`config.mk`:
```
export PLATFORM = sky130hd
export DESIGN_NAME = imm_decode_stage
export DESIGN_NICKNAME = d
export VERILOG_FILES = /design/src/rtl/imm_pkg.sv /design/src/rtl/imm_ext_core.sv /design/src/rtl/imm_decode_stage.sv
export SDC_FILE = /design/constraint.sdc
export NUM_CORES = 1
export LEC_CHECK = 0
export ABC_AREA = 1
export CORE_MARGIN = 3
export CORE_UTILIZATION = 55
export DETAILED_ROUTE_END_ITERATION = 6
export PLACE_DENSITY_LB_ADDON = 0.2
export SYNTH_ARGS = -nofsm -noshare
export SYNTH_HDL_FRONTEND = slang
export SYNTH_SLANG_ARGS = --single-unit
```
`constraint.sdc`:
```
create_clock -name clk -period 4.4 [get_ports clk]
set_input_delay 0.88 -clock clk [delete_from_list [all_inputs] [get_ports clk]]
set_output_delay 0.88 -clock clk [all_outputs]
set_load 0.1 [all_outputs]
```
`src/rtl/imm_pkg.sv`:
```
`default_nettype none
// ============================================================================
// Module      : imm_pkg
// Description : Shared types and constants for the immediate decode stage:
//               immediate type codes, RV opcode constants, skid FSM states.
// Revision    : 1.0 - initial release
// ============================================================================
package imm_pkg;

    // Immediate type code, also the encoding of in_imm_src / out_type.
    typedef enum logic [2:0] {
        IMM_I = 3'b000,
        IMM_S = 3'b001,
        IMM_B = 3'b010,
        IMM_U = 3'b011,
        IMM_J = 3'b100
    } imm_type_e;

    // Opcodes (instr[6:0]) that carry an immediate.
    localparam logic [6:0] c_OPC_OP_IMM = 7'b0010011;
    localparam logic [6:0] c_OPC_LOAD   = 7'b0000011;
    localparam logic [6:0] c_OPC_JALR   = 7'b1100111;
    localparam logic [6:0] c_OPC_STORE  = 7'b0100011;
    localparam logic [6:0] c_OPC_BRANCH = 7'b1100011;
    localparam logic [6:0] c_OPC_LUI    = 7'b0110111;
    localparam logic [6:0] c_OPC_AUIPC  = 7'b0010111;
    localparam logic [6:0] c_OPC_JAL    = 7'b1101111;

    // Occupancy of the two-entry skid buffer.
    typedef enum logic [1:0] {
        ST_EMPTY = 2'b00,
        ST_ONE   = 2'b01,
        ST_TWO   = 2'b10
    } skid_state_e;

endpackage : imm_pkg
`default_nettype wire

```
`src/rtl/imm_ext_core.sv`:
```
`default_nettype none
// ============================================================================
// Module      : imm_ext_core
// Description : Combinational immediate type resolution, field extraction and
//               sign extension of an RV instruction word to XLEN bits.
// Revision    : 1.0 - initial release
// ============================================================================
module imm_ext_core
    import imm_pkg::*;
#(
    parameter int XLEN        = 32,
    parameter bit AUTO_DECODE = 1'b1
) (
    input  logic [31:0]     i_instr,
    input  logic [2:0]      i_imm_src,
    output logic [XLEN-1:0] o_imm,
    output logic [2:0]      o_type,
    output logic            o_illegal
);

    logic [2:0]  w_type;
    logic        w_illegal;
    logic [31:0] w_imm32;

    // Resolve the type either from the opcode or from the explicit select.
    always_comb begin
        w_type    = IMM_I;
        w_illegal = 1'b0;
        if (AUTO_DECODE) begin
            case (i_instr[6:0])
                c_OPC_OP_IMM, c_OPC_LOAD, c_OPC_JALR: w_type = IMM_I;
                c_OPC_STORE:                          w_type = IMM_S;
                c_OPC_BRANCH:                         w_type = IMM_B;
                c_OPC_LUI, c_OPC_AUIPC:               w_type = IMM_U;
                c_OPC_JAL:                            w_type = IMM_J;
                default:                              w_illegal = 1'b1;
            endcase
        end else begin
            w_type = i_imm_src;
            if (i_imm_src > IMM_J) begin
                w_illegal = 1'b1;
            end
        end
    end

    // Assemble the 32-bit immediate; every format carries instr[31] in bit 31,
    // so the wider result only needs bit 31 replicated.
    always_comb begin
        w_imm32 = 32'd0;
        if (!w_illegal) begin
            case (w_type)
                IMM_I:   w_imm32 = {{20{i_instr[31]}}, i_instr[31:20]};
                IMM_S:   w_imm32 = {{20{i_instr[31]}}, i_instr[31:25], i_instr[11:7]};
                IMM_B:   w_imm32 = {{19{i_instr[31]}}, i_instr[31], i_instr[7],
                                    i_instr[30:25], i_instr[11:8], 1'b0};
                IMM_U:   w_imm32 = {i_instr[31:12], 12'd0};
                IMM_J:   w_imm32 = {{11{i_instr[31]}}, i_instr[31], i_instr[19:12],
                                    i_instr[20], i_instr[30:21], 1'b0};
                default: w_imm32 = 32'd0;
            endcase
        end
    end

    generate
        if (XLEN > 32) begin : g_wide
            assign o_imm = {{(XLEN-32){w_imm32[31]}}, w_imm32};
        end else begin : g_narrow
            assign o_imm = w_imm32[XLEN-1:0];
        end
    endgenerate

    assign o_type    = w_type;
    assign o_illegal = w_illegal;

endmodule : imm_ext_core
`default_nettype wire

```
`src/rtl/imm_decode_stage.sv`:
```
`default_nettype none
// ============================================================================
// Module      : imm_decode_stage
// Description : Immediate decode pipeline stage with a two-entry skid buffer
//               (output register + skid register), one-cycle latency and
//               full throughput; in_ready depends on state only.
// Revision    : 1.0 - initial release
// ============================================================================
module imm_decode_stage
    import imm_pkg::*;
#(
    parameter int XLEN        = 32,
    parameter bit AUTO_DECODE = 1'b1
) (
    input  logic            clk,
    input  logic            rst_n,
    input  logic            in_valid,
    output logic            in_ready,
    input  logic [31:0]     in_instr,
    input  logic [2:0]      in_imm_src,
    input  logic            flush,
    output logic            out_valid,
    input  logic            out_ready,
    output logic [XLEN-1:0] out_imm,
    output logic [2:0]      out_type,
    output logic            out_illegal
);

    skid_state_e     r_state;
    skid_state_e     w_state_nxt;

    logic [XLEN-1:0] w_dec_imm;
    logic [2:0]      w_dec_type;
    logic            w_dec_illegal;

    logic [XLEN-1:0] r_out_imm;
    logic [2:0]      r_out_type;
    logic            r_out_illegal;
    logic [XLEN-1:0] r_skid_imm;
    logic [2:0]      r_skid_type;
    logic            r_skid_illegal;

    logic            w_in_xfer;
    logic            w_out_xfer;
    logic            w_load_out_dec;
    logic            w_load_out_skid;
    logic            w_load_skid;

    // Decode sits ahead of the registers so the output is a clean flop.
    imm_ext_core #(
        .XLEN        (XLEN),
        .AUTO_DECODE (AUTO_DECODE)
    ) u_ext_core (
        .i_instr   (in_instr),
        .i_imm_src (in_imm_src),
        .o_imm     (w_dec_imm),
        .o_type    (w_dec_type),
        .o_illegal (w_dec_illegal)
    );

    assign in_ready   = (r_state != ST_TWO);
    assign out_valid  = (r_state != ST_EMPTY);
    assign w_in_xfer  = in_valid && in_ready;
    assign w_out_xfer = out_valid && out_ready;

    // Occupancy state register.
    always_ff @(posedge clk or negedge rst_n) begin
        if (!rst_n) begin
            r_state <= ST_EMPTY;
        end else begin
            r_state <= w_state_nxt;
        end
    end

    // Next state and register load enables; flush discards everything,
    // including any input offered in the same cycle.
    always_comb begin
        w_state_nxt     = r_state;
        w_load_out_dec  = 1'b0;
        w_load_out_skid = 1'b0;
        w_load_skid     = 1'b0;
        if (flush) begin
            w_state_nxt = ST_EMPTY;
        end else begin
            case (r_state)
                ST_EMPTY: begin
                    if (w_in_xfer) begin
                        w_state_nxt    = ST_ONE;
                        w_load_out_dec = 1'b1;
                    end
                end
                ST_ONE: begin
                    if (w_in_xfer && w_out_xfer) begin
                        w_load_out_dec = 1'b1;
                    end else if (w_in_xfer) begin
                        w_state_nxt = ST_TWO;
                        w_load_skid = 1'b1;
                    end else if (w_out_xfer) begin
                        w_state_nxt = ST_EMPTY;
                    end
                end
                ST_TWO: begin
                    if (w_out_xfer) begin
                        w_state_nxt     = ST_ONE;
                        w_load_out_skid = 1'b1;
                    end
                end
                default: begin
                    w_state_nxt = ST_EMPTY;
                end
            endcase
        end
    end

    // Output register: loads from the decoder or from the skid register.
    always_ff @(posedge clk or negedge rst_n) begin
        if (!rst_n) begin
            r_out_imm     <= '0;
            r_out_type    <= 3'b000;
            r_out_illegal <= 1'b0;
        end else if (w_load_out_dec) begin
            r_out_imm     <= w_dec_imm;
            r_out_type    <= w_dec_type;
            r_out_illegal <= w_dec_illegal;
        end else if (w_load_out_skid) begin
            r_out_imm     <= r_skid_imm;
            r_out_type    <= r_skid_type;
            r_out_illegal <= r_skid_illegal;
        end
    end

    // Skid register: catches the entry accepted while the output is stalled.
    always_ff @(posedge clk or negedge rst_n) begin
        if (!rst_n) begin
            r_skid_imm     <= '0;
            r_skid_type    <= 3'b000;
            r_skid_illegal <= 1'b0;
        end else if (w_load_skid) begin
            r_skid_imm     <= w_dec_imm;
            r_skid_type    <= w_dec_type;
            r_skid_illegal <= w_dec_illegal;
        end
    end

    assign out_imm     = r_out_imm;
    assign out_type    = r_out_type;
    assign out_illegal = r_out_illegal;

endmodule : imm_decode_stage
`default_nettype wire

```
==> Word-level counts from Yosys, hierarchy flattened <==
Index checks and enable logic that the tools add are counted.
{ "word_totals": {"ff_bits": 74, "in_bits": 40} }
{ "classes": {"eq_ne": 19, "muxes": 27, "reduce_logical": 10} }
{ "op_table": {"columns": ["op", "n"], "rows": [
  ["one-hot mux 32 bit (5 select lines)", 1],
  ["2-to-1 mux 32 bit", 3],
  ["equality test 7 bit, second input constant", 3],
  ["equality test 7 x 5 -> 1 bit, second input constant", 2],
  ["equality test 7 x 6 -> 1 bit, second input constant", 2],
  ["2-to-1 mux 1 bit", 12],
  ["2-to-1 mux 2 bit", 6],
  ["one-hot mux 3 bit (4 select lines)", 1],
  ["!= test 3 bit, second input constant", 3],
  ["OR reduction 8 bit", 1],
  ["equality test 7 x 2 -> 1 bit, second input constant", 1],
  ["equality test 3 x 2 -> 1 bit, second input constant", 2],
  ["2-to-1 mux 3 bit", 2],
  ["one-hot mux 2 bit (3 select lines)", 1],
  ["!= test 4 bit, second input constant", 1],
  ["AND reduction 4 bit", 1],
  ["nonzero test 2 bit", 2],
  ["equality test 3 x 1 -> 1 bit, second input constant", 1],
  ["equality test 3 bit, second input constant", 1],
  ["logical AND 1 bit", 3],
  ["logical NOT 3 bit", 1],
  ["equality test 2 x 1 -> 1 bit, second input constant", 1],
  ["equality test 2 bit, second input constant", 1],
  ["logical NOT 2 bit", 1],
  ["other kinds (3)", 3]
]} }

==> Logic depth before layout (Yosys ltp) <==
{ "depth": {"depth_word": 7, "mapped_depth": 11, "mapped_depth_nobuf": 10} }

==> Cells and area by module <==
A second synthesis with hierarchy kept.
{ "hier_totals": {"cells_unflattened": 519, "hier_area_um2": 4070.2} }
{ "modules_own_cells": {"columns": ["mod", "n_inst", "cells_per_inst", "area_each_um2", "seq_area_each_um2"], "rows": [
  ["imm_decode_stage", 1, 373, 3259.4, 1851.8],
  ["imm_ext_core", 1, 146, 810.8, 0.0]
]} }

==> Least setup slack after synthesis <==
No wires, ideal clock.
{ "synth_path": {"path_kind": "register -> register", "from": "register r_state[0]", "to": "register r_out_imm[25], in the netlist out_imm[25]", "t_arrival_ns": 2.062, "t_required_ns": 4.276, "path_slack_ns": 2.215, "path_stages_with_launch": 10, "path_buffers": 1, "cell_sequence": "dfrtp_1 -> inv_2 -> nand2_1 -> nor3_4 -> inv_2 -> clkbuf_1 -> nand2_1 -> nand2_1 -> nor2_1 -> a21oi_1"} }
{ "synth_between": {"elab_chain_len": 7, "word_cells_on_any_way": 17, "cone_classes": "eq/ne: 3; mux: 8; reduce/logical: 6"} }
{ "synth_lines": {"columns": ["item", "line_no", "source"], "rows": [
  ["start: declaration", "imm_decode_stage.sv:29", "skid_state_e r_state;"],
  ["start signal: assignment", "imm_decode_stage.sv:71", "r_state <= w_state_nxt;"],
  ["!= test 2 bit *", "imm_decode_stage.sv:61", "assign in_ready = (r_state != ST_TWO);"],
  ["net in_ready", "imm_decode_stage.sv:18", "output logic in_ready,"],
  ["logical AND 1 bit *", "imm_decode_stage.sv:63", "assign w_in_xfer = in_valid && in_ready;"],
  ["logical AND 1 bit", "imm_decode_stage.sv:93", "if (w_in_xfer && w_out_xfer) begin"],
  ["2-to-1 mux 1 bit", "imm_decode_stage.sv:93", null],
  ["one-hot mux 1 bit (2 select lines) *", "imm_decode_stage.sv:85", "case (r_state)"],
  ["2-to-1 mux 1 bit *", "imm_decode_stage.sv:82", "if (flush) begin"],
  ["2-to-1 mux 32 bit / nonzero test 2 bit (equally long branches)", null, null],
  ["end signal: assignment", "imm_decode_stage.sv:122", "r_out_imm <= w_dec_imm;"],
  ["end signal: assignment", "imm_decode_stage.sv:126", "r_out_imm <= r_skid_imm;"],
  ["end: declaration", "imm_decode_stage.sv:36", "logic [XLEN-1:0] r_out_imm;"]
]} }
Mark *: on every way through the listed nets, which the timed path passes. The rest lies on a longest branch.
A chain may end at the register's enable or synchronous reset.

==> Worst setup path after layout <==
{ "layout_path": {"from": "input in_instr[1]", "to": "register r_skid_imm[1]"} }
{ "layout_between": {"elab_chain_len": 6, "word_cells_on_any_way": 18, "cone_classes": "eq/ne: 12; mux: 3; reduce/logical: 3"} }
{ "layout_lines": {"columns": ["item", "line_no", "source"], "rows": [
  ["start: declaration", "imm_decode_stage.sv:19", "input logic [31:0] in_instr,"],
  ["equality test 7 x 6 -> 1 bit / equality test 7 x 5 -> 1 bit (equally long branches)", "imm_ext_core.sv:30", "case (i_instr[6:0])"],
  ["OR reduction 2 bit", "imm_ext_core.sv:30", null],
  ["one-hot mux 3 bit (4 select lines)", "imm_ext_core.sv:30", null],
  ["equality test 3 bit, or another cell as far along", "imm_ext_core.sv:51", "case (w_type)"],
  ["one-hot mux 32 bit (5 select lines)", "imm_ext_core.sv:51", null],
  ["2-to-1 mux 32 bit *", "imm_ext_core.sv:50", "if (!w_illegal) begin"],
  ["end signal: assignment", "imm_decode_stage.sv:139", "r_skid_imm <= w_dec_imm;"],
  ["end: declaration", "imm_decode_stage.sv:39", "logic [XLEN-1:0] r_skid_imm;"]
]} }
Mark *: on every way between the ends. The rest lies on a longest branch, timed or not.

==> results.py <==
metrics = {
    "floorplan": {
        "die_y_um": 90.2,
        "io_pins": 78,
        "row_count": 30,
        "core_area_sq_mm": 0.00683,
        "die_area_sq_mm": 0.00813,
        "die_x_um": 90.2,
        "initial_core_util_pct": 57.1,
    },
    "clock_network": {
        "ctsResizeCount": 0,
        "hold_buffers": 0,
        "cts_buffer_depth": 2,
        "cts_made_buffers": 9,
        "h-tree-depth": 3,
        "cts_root_buffer": "clkbuf_8",
        "cts_tree": "built",
        "cts_sinks": 74,
        "clkLatencyLatePin_ns": 0.35,
        "cts_post_setup_buffers_inserted": 0,
        "cts.reportedPaths.clkPinSlew_ns": 0.08,
    },
    "layout": {
        "layout_commonest_cell": "nand2_1",
        "syn2layout_area_growth_pct": 24.2,
        "finalNetCount": 639,
        "multi_input_area_sq_mm": 0.00175,
        "fin_util_pct": 70.9,
        "most-common-layout-cells": "nand2_1, dfrtp_1, clkdlybuf4s50_1",
        "seq_area_sq_mm": 0.00185,
        "num-fill-cells": 603,
        "drive_gt1_share_pct": 6.95,
        "diodes": 0,
    },
    "setup_path": {
        "rrSetupSlack_ns": 2.24,
        "cp.required_ns": 4.66,
        "reg2reg_to": "out_imm[4]",
        "path_class": "in -> reg",
        "r2r_cells": 8,
        "worstReg2RegStart": "r_state[1]",
        "end_kind": "register",
        "cp_data_arrival_time_ns": 3.36,
        "worst_setup_path_start_kind": "primary input",
        "path_max_fanout": 30,
    },
    "global_routing": {
        "grt_pass1_vias": 3630,
        "grt_max_degree": 54,
        "grt_use_total_pct": 25.2,
        "antenna_found_initial": 0,
        "grt_pass1_wl_um": 16700,
        "overflow": 0,
    },
    "power": {
        "p_seq_share_pct": 37.9,
        "clkPwrFrac_pct": 24.6,
        "switchingPower_w": 0.000911,
        "p_int_w": 0.00122,
        "sw_frac_of_total_pct": 42.8,
        "peakVddDrop_uv": 255,
        "p_comb_share_pct": 37.5,
        "p_leak_nw": 2.34,
        "p_per_area_mw_per_mm2": 440,
    },
    "timing": {
        "tns_ns": 0,
        "setup_viol": 0,
        "max_freq_ghz": 0.323,
        "hold_violations": 0,
        "slew_violations": 0,
        "min_period_ns": 3.10,
        "worstMarginPinSlew_ns": 0.983,
        "post-route-period-util_pct": 70.4,
        "finClkSkew_ns": 0.00726,
        "rsz0062_at_grt": "false",
        "slew_headroom_pct": 34.2,
    },
    "synth": {
        "synth-main-ff-cell": "dfrtp_1",
        "synth.largest_area_cell": "dfrtp_1",
        "yosysSeqAreaShare_pct": 47.5,
        "synth-edff-count": 0,
        "synth.area.top_cells": "dfrtp_1, nand2_1, nand3_1",
        "ys_warn_count": 0,
        "syn_avg_cell_area_sq_um": 7.26,
        "synth_nets": 577,
        "synthDistinctLibCells": 24,
        "synthCells": 537,
        "ys_ff_latch": 74,
        "syn_area_sq_mm": 0.00390,
        "async_flop_share_pct": 100,
        "yosysTopAreaCellShare_pct": 47.5,
    },
    "placed_design": {
        "hpwl_um": 6660,
        "routabilityCongestion": 0.848,
        "port_buffers": 74,
    },
    "outcome": {
        "outcome": "complete, no violations",
    },
    "drt": {
        "ant_nets": 0,
        "routed_wl_um": 9830,
        "dr.first_iter.drc_count": 309,
        "vias_per_cell": 5.34,
        "wl_per_cell_um": 14.0,
        "num_vias": 3736,
        "drc": 0,
        "first_pass_iters": 5,
    },
    "min_path": {
        "holdCritStartpoint": "r_skid_type[0]",
        "holdPathStages": 2,
        "hold_path_end": "r_skid_type[0]",
        "hp-class": "reg -> reg",
    },
    "flow_run": {
        "maxCapViolCount": 0,
    },
}
-- worst max-delay path by stage --
stage / start / end / slack [ns] / cells after the start
after detailed placement: in_instr[1] / r_skid_imm[1] / 0.96 / 10
after floorplan: r_state[0] / out_imm[25] / 2.21 / 9
after CTS: in_instr[1] / r_skid_imm[1] / 1.33 / 10
after global placement: in_instr[1] / out_imm[31] / 1.02 / 10
final: in_instr[1] / r_skid_imm[1] / 1.30 / 10
after global routing: in_instr[1] / r_skid_imm[1] / 1.06 / 10
-- logic make-up (layout without fill, tap and decap cells) --
logic type	count (synthesis)	in the layout	synth area share (%)
compound gates	75	75	10.0
buf+inv	69	136	7.90
flops	74	74	47.5
simple gates	319	319	34.5
-- Yosys cell counts, types with 2 or more instances --
master and number:
o21ai_1 37, buf_4 5, dfrtp_1 74, inv_1 34, nor2_4 3, clkbuf_1 10, inv_2 6, a21oi_1 23
nand2_2 5, buf_2 12, nand2_1 209, nand4_1 9, nor2_1 34, o211ai_1 2, a22oi_1 2, nor2_2 4
nand3_1 52, buf_6 2, o21ai_0 9
-- state kept, by name, indices dropped and copies added, names as in the netlist --
name,cells
out_illegal,1
out_imm,32
out_type,3
r_skid_illegal,1
r_skid_imm,32
r_skid_type,3
r_state,2
-- worst max-delay path: stages --
cell	delay [ns]
clkdlybuf4s50_1	0.47
nand2_2	0.13
nor2_4	0.35
nand2_2	0.34
nand2_1	0.18
nor2_2	0.06
nand2_2	0.47
buf_4	0.28
nand3_1	0.08
o21ai_0	0.10
-- per-stage QoR --
step,area [sq um],setup slack (ns),hold slack [ns],power [W],std cells
final,4840,1.30,0.484,0.00213,700
after global routing,4840,1.06,0.501,0.00222,700
after CTS,4840,1.33,0.486,0.00214,700
after detailed placement,4650,0.959,0.469,0.00162,684
after global placement,4650,1.02,0.463,0.00160,684
after floorplan,3900,2.21,0.449,0.00140,537
-- area by class of cell --
type                    instances  share of cell area, %
well taps                      96                   2.48
clock inverters                 6                   1.37
clock buffers                  10                   2.64
inverters                      40                   3.10
multi-input cells             394                   36.0
flip-flops and latches         74                   38.2
repair buffers                 80                   16.1
-- power groups by stage --
stage / sequential, W / combinational, W / clock (W)
after floorplan: 0.00122 / 0.000182 / 0
after global placement: 0.000814 / 0.000790 / 0
after detailed placement: 0.000818 / 0.000799 / 0
after CTS: 0.000805 / 0.000802 / 0.000531
after global routing: 0.000814 / 0.000843 / 0.000561
final: 0.000806 / 0.000799 / 0.000524
-- routing by layer --
| layer | up-vias | track usage, % | part of all wire (%) | routed length [um] |
|---|---|---|---|---|
| li1 | 1833 | - | - | - |
| met1 | 1753 | 33.3 | 44 | 4330 |
| met2 | 134 | 42.4 | 49 | 4780 |
| met3 | 16 | 3.35 | 5.4 | 531 |
| met4 | 0 | 9.57 | 1.9 | 189 |
| met5 | - | 0 | 0 | 0 |
No activity file was read; power rests on OpenSTA's default activity.
